File: src/rtl/operand_fetch_stage_pkg.sv
// Shared definitions for the issue/ALU/decoder slice: default widths and the
// ALU operation encoding that the decoder emits and the ALU consumes.
package operand_fetch_stage_pkg;

  localparam int DEF_DATA_W  = 8;
  localparam int DEF_RADDR_W = 3;
  localparam int DEF_OP_W    = 3;

  typedef enum logic [DEF_OP_W-1:0] {
    ALU_AND = 3'd0,
    ALU_OR  = 3'd1,
    ALU_ADD = 3'd2,
    ALU_SUB = 3'd3,
    ALU_SLT = 3'd4,
    ALU_NOR = 3'd5,
    ALU_SEQ = 3'd6
  } alu_op_e;

endpackage

File: src/rtl/operand_fetch_stage_reg_file.sv
// General register file: two asynchronous read ports, one synchronous write
// port, R0 hardwired to zero. With WB_BYPASS_EN defined, a read of the register
// being written this cycle returns the incoming write data (write-before-read).
module operand_fetch_stage_reg_file
  import operand_fetch_stage_pkg::*;
#(
  parameter int DATA_W  = DEF_DATA_W,
  parameter int RADDR_W = DEF_RADDR_W
) (
  input  logic               clk,
  input  logic               rst,
  input  logic [RADDR_W-1:0] rs_addr_i,
  input  logic [RADDR_W-1:0] rt_addr_i,
  output logic [DATA_W-1:0]  rs_data_o,
  output logic [DATA_W-1:0]  rt_data_o,
  input  logic               wb_en_i,
  input  logic [RADDR_W-1:0] wb_addr_i,
  input  logic [DATA_W-1:0]  wb_data_i
);

  localparam int NREGS = 2 ** RADDR_W;

  logic [DATA_W-1:0] regs_q [NREGS];
  logic              wb_hit;

  // A write to R0 is a legal no-op, so it is filtered before reaching the array.
  assign wb_hit = wb_en_i && (wb_addr_i != '0);

  // Register array: cleared on reset, written on the writeback strobe.
  // NOTE: the file is architecturally zero after reset, so the array carries a
  // reset; a storage array without that need should stay reset-free so it can
  // map onto RAM. Sequential state uses non-blocking assignments so every
  // register samples pre-edge values regardless of statement order.
  always_ff @(posedge clk or posedge rst) begin
    if (rst) begin
      for (int i = 0; i < NREGS; i++) regs_q[i] <= '0;
    end else if (wb_hit) begin
      regs_q[wb_addr_i] <= wb_data_i;
    end
  end

  // Read port A: R0 forced to zero, optional same-cycle writeback forwarding.
  // NOTE: the output is assigned first on every path so no latch is inferred.
  always_comb begin
    rs_data_o = (rs_addr_i == '0) ? '0 : regs_q[rs_addr_i];
`ifdef WB_BYPASS_EN
    if (wb_hit && (wb_addr_i == rs_addr_i)) rs_data_o = wb_data_i;
`endif
  end

  // Read port B: same rules as port A, evaluated independently.
  always_comb begin
    rt_data_o = (rt_addr_i == '0) ? '0 : regs_q[rt_addr_i];
`ifdef WB_BYPASS_EN
    if (wb_hit && (wb_addr_i == rt_addr_i)) rt_data_o = wb_data_i;
`endif
  end

endmodule

File: src/rtl/operand_fetch_stage.sv
// Operand fetch / issue stage in front of the 8-bit ALU. Accepts decoded
// instructions on a valid/ready handshake, reads rs/rt from the register file
// (opB optionally replaced by the immediate) and presents a one-entry
// registered output slot. Writebacks are never stalled by the handshake.
// Optional build macro: WB_BYPASS_EN (same-cycle writeback forwarding).
module operand_fetch_stage
  import operand_fetch_stage_pkg::*;
#(
  parameter int DATA_W  = DEF_DATA_W,
  parameter int RADDR_W = DEF_RADDR_W,
  parameter int OP_W    = DEF_OP_W
) (
  input  logic               clk,
  input  logic               rst,
  input  logic               in_valid,
  output logic               in_ready,
  input  logic [RADDR_W-1:0] rs_addr,
  input  logic [RADDR_W-1:0] rt_addr,
  input  logic [DATA_W-1:0]  imm,
  input  logic               use_imm,
  input  logic [OP_W-1:0]    alu_op_in,
  input  logic [RADDR_W-1:0] rd_addr_in,
  input  logic               rd_we_in,
  output logic               out_valid,
  input  logic               out_ready,
  output logic [DATA_W-1:0]  opA,
  output logic [DATA_W-1:0]  opB,
  output logic [OP_W-1:0]    ALUop,
  output logic [RADDR_W-1:0] rd_addr_out,
  output logic               rd_we_out,
  input  logic               wb_en,
  input  logic [RADDR_W-1:0] wb_addr,
  input  logic [DATA_W-1:0]  wb_data
);

  logic [DATA_W-1:0]  rs_data, rt_data;
  logic               accept;
  logic               out_valid_q, out_valid_d;
  logic [DATA_W-1:0]  opa_q, opa_d, opb_q, opb_d;
  logic [OP_W-1:0]    alu_op_q, alu_op_d;
  logic [RADDR_W-1:0] rd_addr_q, rd_addr_d;
  logic               rd_we_q, rd_we_d;

  operand_fetch_stage_reg_file #(
    .DATA_W  (DATA_W),
    .RADDR_W (RADDR_W)
  ) u_reg_file (
    .clk       (clk),
    .rst       (rst),
    .rs_addr_i (rs_addr),
    .rt_addr_i (rt_addr),
    .rs_data_o (rs_data),
    .rt_data_o (rt_data),
    .wb_en_i   (wb_en),
    .wb_addr_i (wb_addr),
    .wb_data_i (wb_data)
  );

  // The slot can take a new instruction when empty or being drained this cycle.
  assign in_ready = !out_valid_q || out_ready;
  assign accept   = in_valid && in_ready;

  // Next slot contents: capture on accept, drop valid on a bare consume,
  // otherwise hold everything (data outputs keep their value after consume).
  always_comb begin
    out_valid_d = out_valid_q;
    opa_d       = opa_q;
    opb_d       = opb_q;
    alu_op_d    = alu_op_q;
    rd_addr_d   = rd_addr_q;
    rd_we_d     = rd_we_q;
    if (accept) begin
      out_valid_d = 1'b1;
      opa_d       = rs_data;
      opb_d       = use_imm ? imm : rt_data;
      alu_op_d    = alu_op_in;
      rd_addr_d   = rd_addr_in;
      rd_we_d     = rd_we_in;
    end else if (out_ready) begin
      out_valid_d = 1'b0;
    end
  end

  // Output slot register; reset drops any instruction in flight.
  always_ff @(posedge clk or posedge rst) begin
    if (rst) begin
      out_valid_q <= 1'b0;
      opa_q       <= '0;
      opb_q       <= '0;
      alu_op_q    <= '0;
      rd_addr_q   <= '0;
      rd_we_q     <= 1'b0;
    end else begin
      out_valid_q <= out_valid_d;
      opa_q       <= opa_d;
      opb_q       <= opb_d;
      alu_op_q    <= alu_op_d;
      rd_addr_q   <= rd_addr_d;
      rd_we_q     <= rd_we_d;
    end
  end

  assign out_valid   = out_valid_q;
  assign opA         = opa_q;
  assign opB         = opb_q;
  assign ALUop       = alu_op_q;
  assign rd_addr_out = rd_addr_q;
  assign rd_we_out   = rd_we_q;

endmodule

File: config.mk
export PLATFORM = sky130hd
export DESIGN_NAME = operand_fetch_stage
export DESIGN_NICKNAME = d
export VERILOG_FILES = /design/src/rtl/operand_fetch_stage_pkg.sv /design/src/rtl/operand_fetch_stage_reg_file.sv /design/src/rtl/operand_fetch_stage.sv
export SDC_FILE = /design/constraint.sdc
export NUM_CORES = 1
export LEC_CHECK = 0
export ABC_AREA = 1
export BUFFER_PORTS_ARGS = -buffer_cell sky130_fd_sc_hd__buf_2
export CAP_MARGIN = 40
export CORE_MARGIN = 4
export CORE_UTILIZATION = 57
export CTS_CLUSTER_SIZE = 25
export DETAILED_ROUTE_END_ITERATION = 12
export PLACE_DENSITY = 0.8
export REMOVE_ABC_BUFFERS = 1
export SETUP_SLACK_MARGIN = 0.4
export SLEW_MARGIN = 20
export SYNTH_ARGS = -nofsm -noshare
export SYNTH_HDL_FRONTEND = slang
export SYNTH_SLANG_ARGS = --single-unit
File: constraint.sdc
create_clock -name clk -period 2.8 [get_ports clk]
set_clock_uncertainty 0.2 [all_clocks]
set_input_delay 0.28 -clock clk [delete_from_list [all_inputs] [get_ports clk]]
set_output_delay 0.28 -clock clk [all_outputs]
set_load 0.005 [all_outputs]
# After elaboration in Yosys (flattened, before gate mapping)
# Index checks and enable logic that the tools add are counted.
totals:
  reg_bits: 88
  in_bits: 38
op_classes:
  magnitude_cmp: 4
  n_mux: 14
  bitwise_logic: 3
  reduce_logical: 9
op_table:
  columns: ["op", "n"]
  rows:
  - ["64-bit bitwise mux", 1]
  - ["8-bit two-way mux", 8]
  - ["8-bit binary-select mux with 3-bit select", 2]
  - ["8-bit demux with 3-bit select", 1]
  - ["4-bit >= comparator, second input constant", 3]
  - ["3-bit inverter with 4-bit output", 3]
  - ["3-bit zero test", 2]
  - ["4-bit by 1-bit < comparator with 1-bit output, second input constant", 1]
  - ["1-bit logical AND", 3]
  - ["3-bit nonzero test", 1]
  - ["1-bit two-way mux", 2]
  - ["2-bit nonzero test", 1]
  - ["1-bit zero test", 1]
  - ["1-bit logical OR", 1]

# Longest topological paths before layout
# Gate-level depths: netlist of run 1.
depth:
  depth_word: 6
  mapped_depth: 9
  mapped_depth_nobuf: 8

# Hierarchy
# Synthesis of run 1 repeated with hierarchy kept, for this count alone.
hier_totals:
  cells_unflattened: 714
  area_unflattened_um2: 4906.0
by_module_without_submodules:
  columns: ["mod", "instances", "cells_each", "area_per_inst_um2", "seq_area_each_um2"]
  rows:
  - ["operand_fetch_stage_reg_file", 1, 583, 3854.9, 1601.5]
  - ["operand_fetch_stage", 1, 131, 1051.0, 600.6]

# Worst setup path after synthesis of run 1
# OpenSTA, ideal clock, no wires.
synth_timing:
  kind: "reg2reg"
  from: "reg out_valid_q, in the netlist out_valid"
  to: "reg opa_q[0], in the netlist opA[0]"
  t_arrival_ns: 1.015
  required_ns: 2.483
  path_slack_ns: 1.468
  path_stages_with_launch: 7
  n_path_buf: 1
  period_less_slack_ns: 1.332
  path_cell_list: "dfrtp_1 > nand2_1 > nand2_1 > clkinv_1 > buf_2 > nand3_1 > nand2_1"
synth_via:
  elab_chain_len: 3
synth_lines:
  columns: ["item", "line", "text"]
  rows:
  - ["start, declared", "operand_fetch_stage.sv:38", "logic out_valid_q, out_valid_d;"]
  - ["start signal, assigned", "operand_fetch_stage.sv:94", "out_valid_q <= out_valid_d;"]
  - ["1-bit zero test", "operand_fetch_stage.sv:60", "assign in_ready = !out_valid_q || out_ready;"]
  - ["1-bit logical OR", "operand_fetch_stage.sv:60", null]
  - ["named net in_ready", "operand_fetch_stage.sv:16", "output logic in_ready,"]
  - ["1-bit logical AND", "operand_fetch_stage.sv:61", "assign accept = in_valid && in_ready;"]
  - ["end signal, assigned", "operand_fetch_stage.sv:95", "opa_q <= opa_d;"]
  - ["end, declared", "operand_fetch_stage.sv:39", "logic [DATA_W-1:0] opa_q, opa_d, opb_q, opb_d;"]
# The timed path passes the listed nets, and every way through them passes these cells.
# A chain may end at the register's enable or synchronous reset.

# Worst setup path after layout of run 1
layout_timing:
  from: "reg out_valid_q, in the netlist out_valid"
  to: "reg opa_q[7], in the netlist opA[7]"
layout_via:
  elab_chain_len: 3
layout_lines:
  columns: ["item", "line"]
  rows:
  - ["1-bit zero test", "operand_fetch_stage.sv:60"]
  - ["1-bit logical OR", "operand_fetch_stage.sv:60"]
  - ["1-bit logical AND", "operand_fetch_stage.sv:61"]
# Every way passes these cells.

==> results of run 1 <==
-- area by class of cell --
type	instances	area share, %
Timing Repair Buffer	83	10.5
Sequential cell	80	41.4
Clock inverter	7	2.49
Tap cell	96	2.49
Multi-Input combinational cell	398	35.9
Inverter	59	4.61
Clock buffer	9	2.56
-- registers in the layout (all words and copies together), names as in the netlist --
| name | count |
|---|---|
| out_valid | 1 |
| u_reg_file.regs_q | 56 |
| ALUop | 3 |
| opA | 8 |
| rd_we_out | 1 |
| opB | 8 |
| rd_addr_out | 3 |
-- worst paths after layout --
check | endpoint | slack [ps]
setup / recovery | opA[7] | 1070
hold / removal | out_valid | 20
setup reg to reg | opA[7] | 1070
hold reg to reg | opA[5] | 280
max in group asynchronous | u_reg_file.regs_q[24] | 1340
min in group asynchronous | opA[4] | 300
-- power by group --
group | total [mW] | internal [mW] | switching, mW | leakage (nW)
clock network | 1.03 | 0.593 | 0.441 | 0.119
logic | 0.636 | 0.251 | 0.385 | 1.42
registers | 1.50 | 1.36 | 0.134 | 0.992
total | 3.17 | 2.21 | 0.960 | 2.53
-- metal layers --
metal / routed length [um] / up-vias / track usage [%] / share of wire [%]
met4: 336 / 0 / 12.2 / 2.9
met5: 0 / - / 0 / 0
li1: - / 1932 / - / -
met3: 993 / 38 / 6.19 / 8.6
met2: 5380 / 225 / 44.5 / 47
met1: 4820 / 1896 / 37.3 / 42
-- placed cells by master, fill, tap and decap left out --
master         count
o21ai_0           77
a31oi_1            1
or2_2              2
clkinv_2           2
o211ai_1           2
nand2_1          195
o21ai_1            1
clkinv_1           2
inv_2              3
clkinv_4           2
nor2_2             1
buf_4              5
nor2_1            26
buf_2             62
inv_1             53
clkbuf_8           9
clkinvlp_4         1
dlygate4sd3_1     16
a21oi_1           27
dfrtp_1           80
nor3_4             1
nand3_1           65
bufinv_16          3
-- cells by family after synthesis --
logic type	Yosys count	synth area share, %
flops	80	48.4
buf+inv	88	9.70
compound gates	108	13.2
simple gates	290	28.7
-- through the flow --
step	hold WS (ps)	util, %	power [mW]
after floorplan	190	-	1.88
after global routing	49.5	70.0	3.35
final	20.9	70.0	3.17
after detailed placement	149	64.1	2.12
after global placement	149	64.1	2.10
after CTS	12.7	70.0	3.17
-- critical path: stages (launching register included) --
cell and delay (ps):
dfrtp_1 350, nand2_1 90, nand2_1 90, clkinv_1 530
nand3_1 270, nand2_1 80
==> flow_summary.toml, run 1 <==
[sta]
final.setup.tns_ps = 0
max_slew_margin_pct = 45.7
setup_viol = 0
fmax_mhz = 578
finalWorstSetupSlack_ps = 1070
worstMarginPinSlew_ps = 813
maxSlewViolCount = 0
period_needed_ps = 1730
hold_viol = 0
post-route-period-util_pct = 61.8
rsz0062_at_grt = "no"

[job]
maxCapViolations = 0

[critical_path]
timing.rr.start = "out_valid"
critPathCaptureType = "flop"
critPathKind = "reg -> reg"
worstPathMaxFanout = 19
required_ps = 2840
start_kind = "flop"
cp.arrival_ps = 1770
cp-startpoint = "out_valid"
r2r_cells = 5

[floorplan]
pin_count = 63
dieArea_um2 = 8690
die_h_um = 93.2
initial_core_util_pct = 59.9
num_rows = 30
core_area_um2 = 6910
die_x_um = 93.2

[cts]
ctsRootBufferMaster = "clkbuf_8"
cts_hold_buf = 16
cts.repair.resized = 0
numCtsBuffers = 9
cts_tree = "done"
cts_sinks = 80
clkLatencyLatePin_ps = 360
cts_htree_levels = 3
cts_buffer_depth = 2
post_cts_buffers = 0
cts.clk_slew.worst_paths_ps = 90

[detailed_routing]
drt_iter0_markers = 450
vias = 4091
drc = 0
ant_nets = 0
wl_um = 11500
avgRoutedWirePerCell_um = 15.8
dr.pass1.iters = 5
viasPerCell = 5.59

[logic_synthesis]
yosysUniqueCellTypes = 19
ys_seq_area_share_pct = 48.4
synth_area_um2 = 4140
ys_ff_latch = 80
synth_edf_count = 0
synthCells = 566
synth_top_cells_by_count = "nand2_1, dfrtp_1, o21ai_0"
synthArstFlopShare_pct = 100
yosysWarnings = 0
syn_avg_cell_area_um2 = 7.31
yosys.area.top_type = "dfrtp_1"
synth.area.top_cells = "dfrtp_1, nand2_1, o21ai_0"
synth_top_area_share_pct = 48.4
yosysMostFrequentCell = "nand2_1"
ys.flop_type = "dfrtp_1"

[pwr]
power_density_nw_per_um2 = 656
irDropWorstVdd_mv = 0.399
p_leak_nw = 2.53

[hold_path]
worstHoldStart = "out_ready"
hold_path.class = "in -> reg"
holdPathStages = 4

[placed_design]
pre_cts_ws_ps = 902
hpwl_um = 7120
placed_cell_area_um2 = 4430
dpl.cell_count = 700
io_buffer_count = 62
finalWeightedCongestion = 0.875

[grt]
grt_start_max_net_pins = 34
grt_use_total_pct = 28.2
grt_first_pass_wirelength_um = 19200
gr-total-overflow = 0
antenna_found_initial = 0
grt_pass1_vias = 3986

[final_layout]
antenna_cells = 0
instances_no_fill = 732
nets = 669
area_delta_synth_final_pct = 16.7
multi_input_area_um2 = 1740
fin_area_um2 = 4830
drive_gt1_share_pct = 14.3
seq_area_um2 = 2000
n_fill_cell = 575

[outcome]
status = "completed"
(Power assumes the default switching activity.)
==> run 2, diff against run 1 <==
- ABC_AREA: 1 -> 0
- CORE_UTILIZATION: 57 -> 51
- PLACE_DENSITY: 0.8 -> 0.76
- clock period: 2.8 -> 1.5 ns (I/O delays scaled with it)
==> run 2 against run 1 <==
Compared with the run above:
- the run now ends with hold timing, setup timing left
- register-to-register slack got worse by 1100 ps
- worst setup slack got worse by 1100 ps
- critical path depth fell by 1
- worst hold slack got worse by 110 ps
- clock-buffer cell count rose by 1
- cell area rose by 23%
- synthesized cell count fell by 41%
- non-clock buffer count rose by 83
- routed wire length rose by 8.9%
- critical path type unchanged
- critical endpoint is now opB[7]
- largest power group unchanged
==> flow_summary.toml, run 2 <==
[final_layout]
largest_reg_flops = 56
seq_area_um2 = 2000
multi_input_area_um2 = 2270
drive_gt1_share_pct = 55.9
area_delta_synth_final_pct = 46.8
regMostFlops = "u_reg_file.regs_q"
utilization_pct = 77.1
fin_area_um2 = 5950
nets = 527
layout_commonest_cell = "dfrtp_1"
layout_common_cells = "dfrtp_1, buf_4, buf_2"
n_fill_cell = 439
antenna_cells = 0

[logic_synthesis]
synthCells = 335
yosys.area.top_type = "dfrtp_1"
ys.flop_type = "dfrtp_1"
yosysWarnings = 0
ys_ff_latch = 80
synth-simple-area-share_pct = 9.87
synth_compound_area_share_pct = 8.82
synth.area.top_cells = "dfrtp_1, mux2_2, mux2i_1"
synth_top_family_by_area = "multiplexers"
syn_avg_cell_area_um2 = 12.1
yosysUniqueCellTypes = 45
ys_seq_area_share_pct = 49.4
yosysMostFrequentCell = "dfrtp_1"
synthArstFlopShare_pct = 100
yosys.area_share.adder_pct = 0
synth_top_area_share_pct = 49.4
synth_mux_area_share_pct = 28.0
synth_area_um2 = 4060
synth_edf_count = 0
synth_top_cells_by_count = "dfrtp_1, mux2_2, nand2_1"
synth-xor-area-share_pct = 0

[placed_design]
finalWeightedCongestion = 0.846
hpwl_um = 7240
pre_cts_ws_ps = -258
io_buffer_count = 62
placed_cell_area_um2 = 4740

[critical_path]
critPathKind = "reg -> reg"
required_ps = 1570
timing.rr.start = "u_reg_file.regs_q[15]"
cp-startpoint = "u_reg_file.regs_q[15]"
r2r-end = "opB[7]"
ff2ff_setup_slack_ps = -50
critPathCaptureType = "flop"
start_kind = "flop"
endpoint = "opB[7]"
worstPathMaxFanout = 2
r2r_cells = 4
cp.arrival_ps = 1620

[pwr]
irDropWorstVdd_mv = 0.805
power_density_nw_per_um2 = 1110
p_leak_nw = 2.79

[grt]
grt_start_max_net_pins = 81
grt_first_pass_wirelength_um = 18600
antenna_found_initial = 0
gr-total-overflow = 0
grt_use_total_pct = 24.9
grt_pass1_vias = 3568

[sta]
setup_viol = 1
hold_viol = 1
worstMarginPinSlew_ps = 713
post-route-period-util_pct = 103
fmax_mhz = 645
holdWs_ps = -86.0
maxSlewViolCount = 0
period_needed_ps = 1550
rsz0062_at_grt = "yes"
finalWorstSetupSlack_ps = -51.1
max_slew_margin_pct = 52.4

[outcome]
violations = "hold timing, setup timing"
status = "finished with violations"

[detailed_routing]
routed.top_layer = "met4"
drc = 0
vias = 3525
drt_iter0_markers = 205
avgRoutedWirePerCell_um = 21.1
wl_met3_um = 882
dr.pass1.iters = 7
wl_met2_um = 6390
viasPerCell = 5.91
wl_um = 12600
ant_nets = 0
wl_met1_um = 4990

[floorplan]
dieArea_um2 = 9440
initial_core_util_pct = 52.5
num_rows = 32
die_x_um = 97.2
pin_count = 63
die_h_um = 97.2
core_area_um2 = 7730

[cts]
cts_buffer_depth = 2
cts_sinks = 80
cts_htree_levels = 3
clkLatencyLatePin_ps = 360
ctsRootBufferMaster = "clkbuf_8"
numCtsBuffers = 9
cts_tree = "done"
cts.clk_slew.worst_paths_ps = 90

[job]
maxCapViolations = 0

[hold_path]
hold_path.class = "in -> reg"
worstHoldStart = "out_ready"
## run 2: how the worst min path moves through the flow
stage	to	cells after the start	slack, ps
6_report	out_valid	3	-90
5_1_grt	out_valid	3	-90
4_1_cts	out_valid	3	-60
3_5_place_dp	rd_addr_out[1]	3	80
3_3_place_gp	opA[6]	3	70
2_1_floorplan	ALUop[0]	2	60
## run 2: per-stage QoR
stage          hold slack (ps)  TNS, ps  std cells  total power [mW]
3_3_place_gp              73.5    -1970        517              4.26
4_1_cts                  -57.6   -0.415        577              6.26
3_5_place_dp              81.3    -2410        517              4.33
6_report                 -86.0    -51.1        596              6.62
5_1_grt                  -86.8     -184        596              6.91
2_1_floorplan             55.4   -77970        312              3.69
## run 2: cells by family after synthesis
group | after synthesis
muxes | 98
DFF | 80
and+or+nand+nor | 79
AOI/OAI and AO/OA | 51
buffers and inverters | 27
## run 2: area by class of cell
cell class                      count  share of cell area [%]
Clock buffer                       10                    2.14
Clock inverter                      6                    1.01
Inverter                            4                   0.252
Multi-Input combinational cell    228                    38.1
Sequential cell                    80                    33.6
Tap cell                          102                    2.14
Timing Repair Buffer              166                    22.7
## run 2: routing by layer
metal	GRT usage (%)	vias up
li1	-	1554
met1	32.3	1794
met2	41.8	146
met3	5.17	31
met4	8.21	0
met5	0	-
## run 2: power by group
| part | leakage [nW] | internal (mW) | switching, mW | total [mW] |
|---|---|---|---|---|
| sequential | 0.968 | 2.60 | 0.378 | 2.98 |
| clock | 0.0920 | 0.760 | 0.788 | 1.55 |
| combinational | 1.73 | 1.27 | 0.828 | 2.10 |
## run 2: critical path, stage by stage, from the launching register on
cell      delay [ps]
dfrtp_1          380
nor2b_1          150
a211oi_1          50
or4_1            520
o22ai_1          160
## run 2: repair_timing
action / 4_1_cts / 5_1_grt
gates resized for setup: 74 / 49
endpoints found under the setup margin: 61 / 69
setup buffers: 19 / 18
hold buffers: 25 / 1
hold endpoints to repair: 152 / 2
pin swaps: 19 / 14
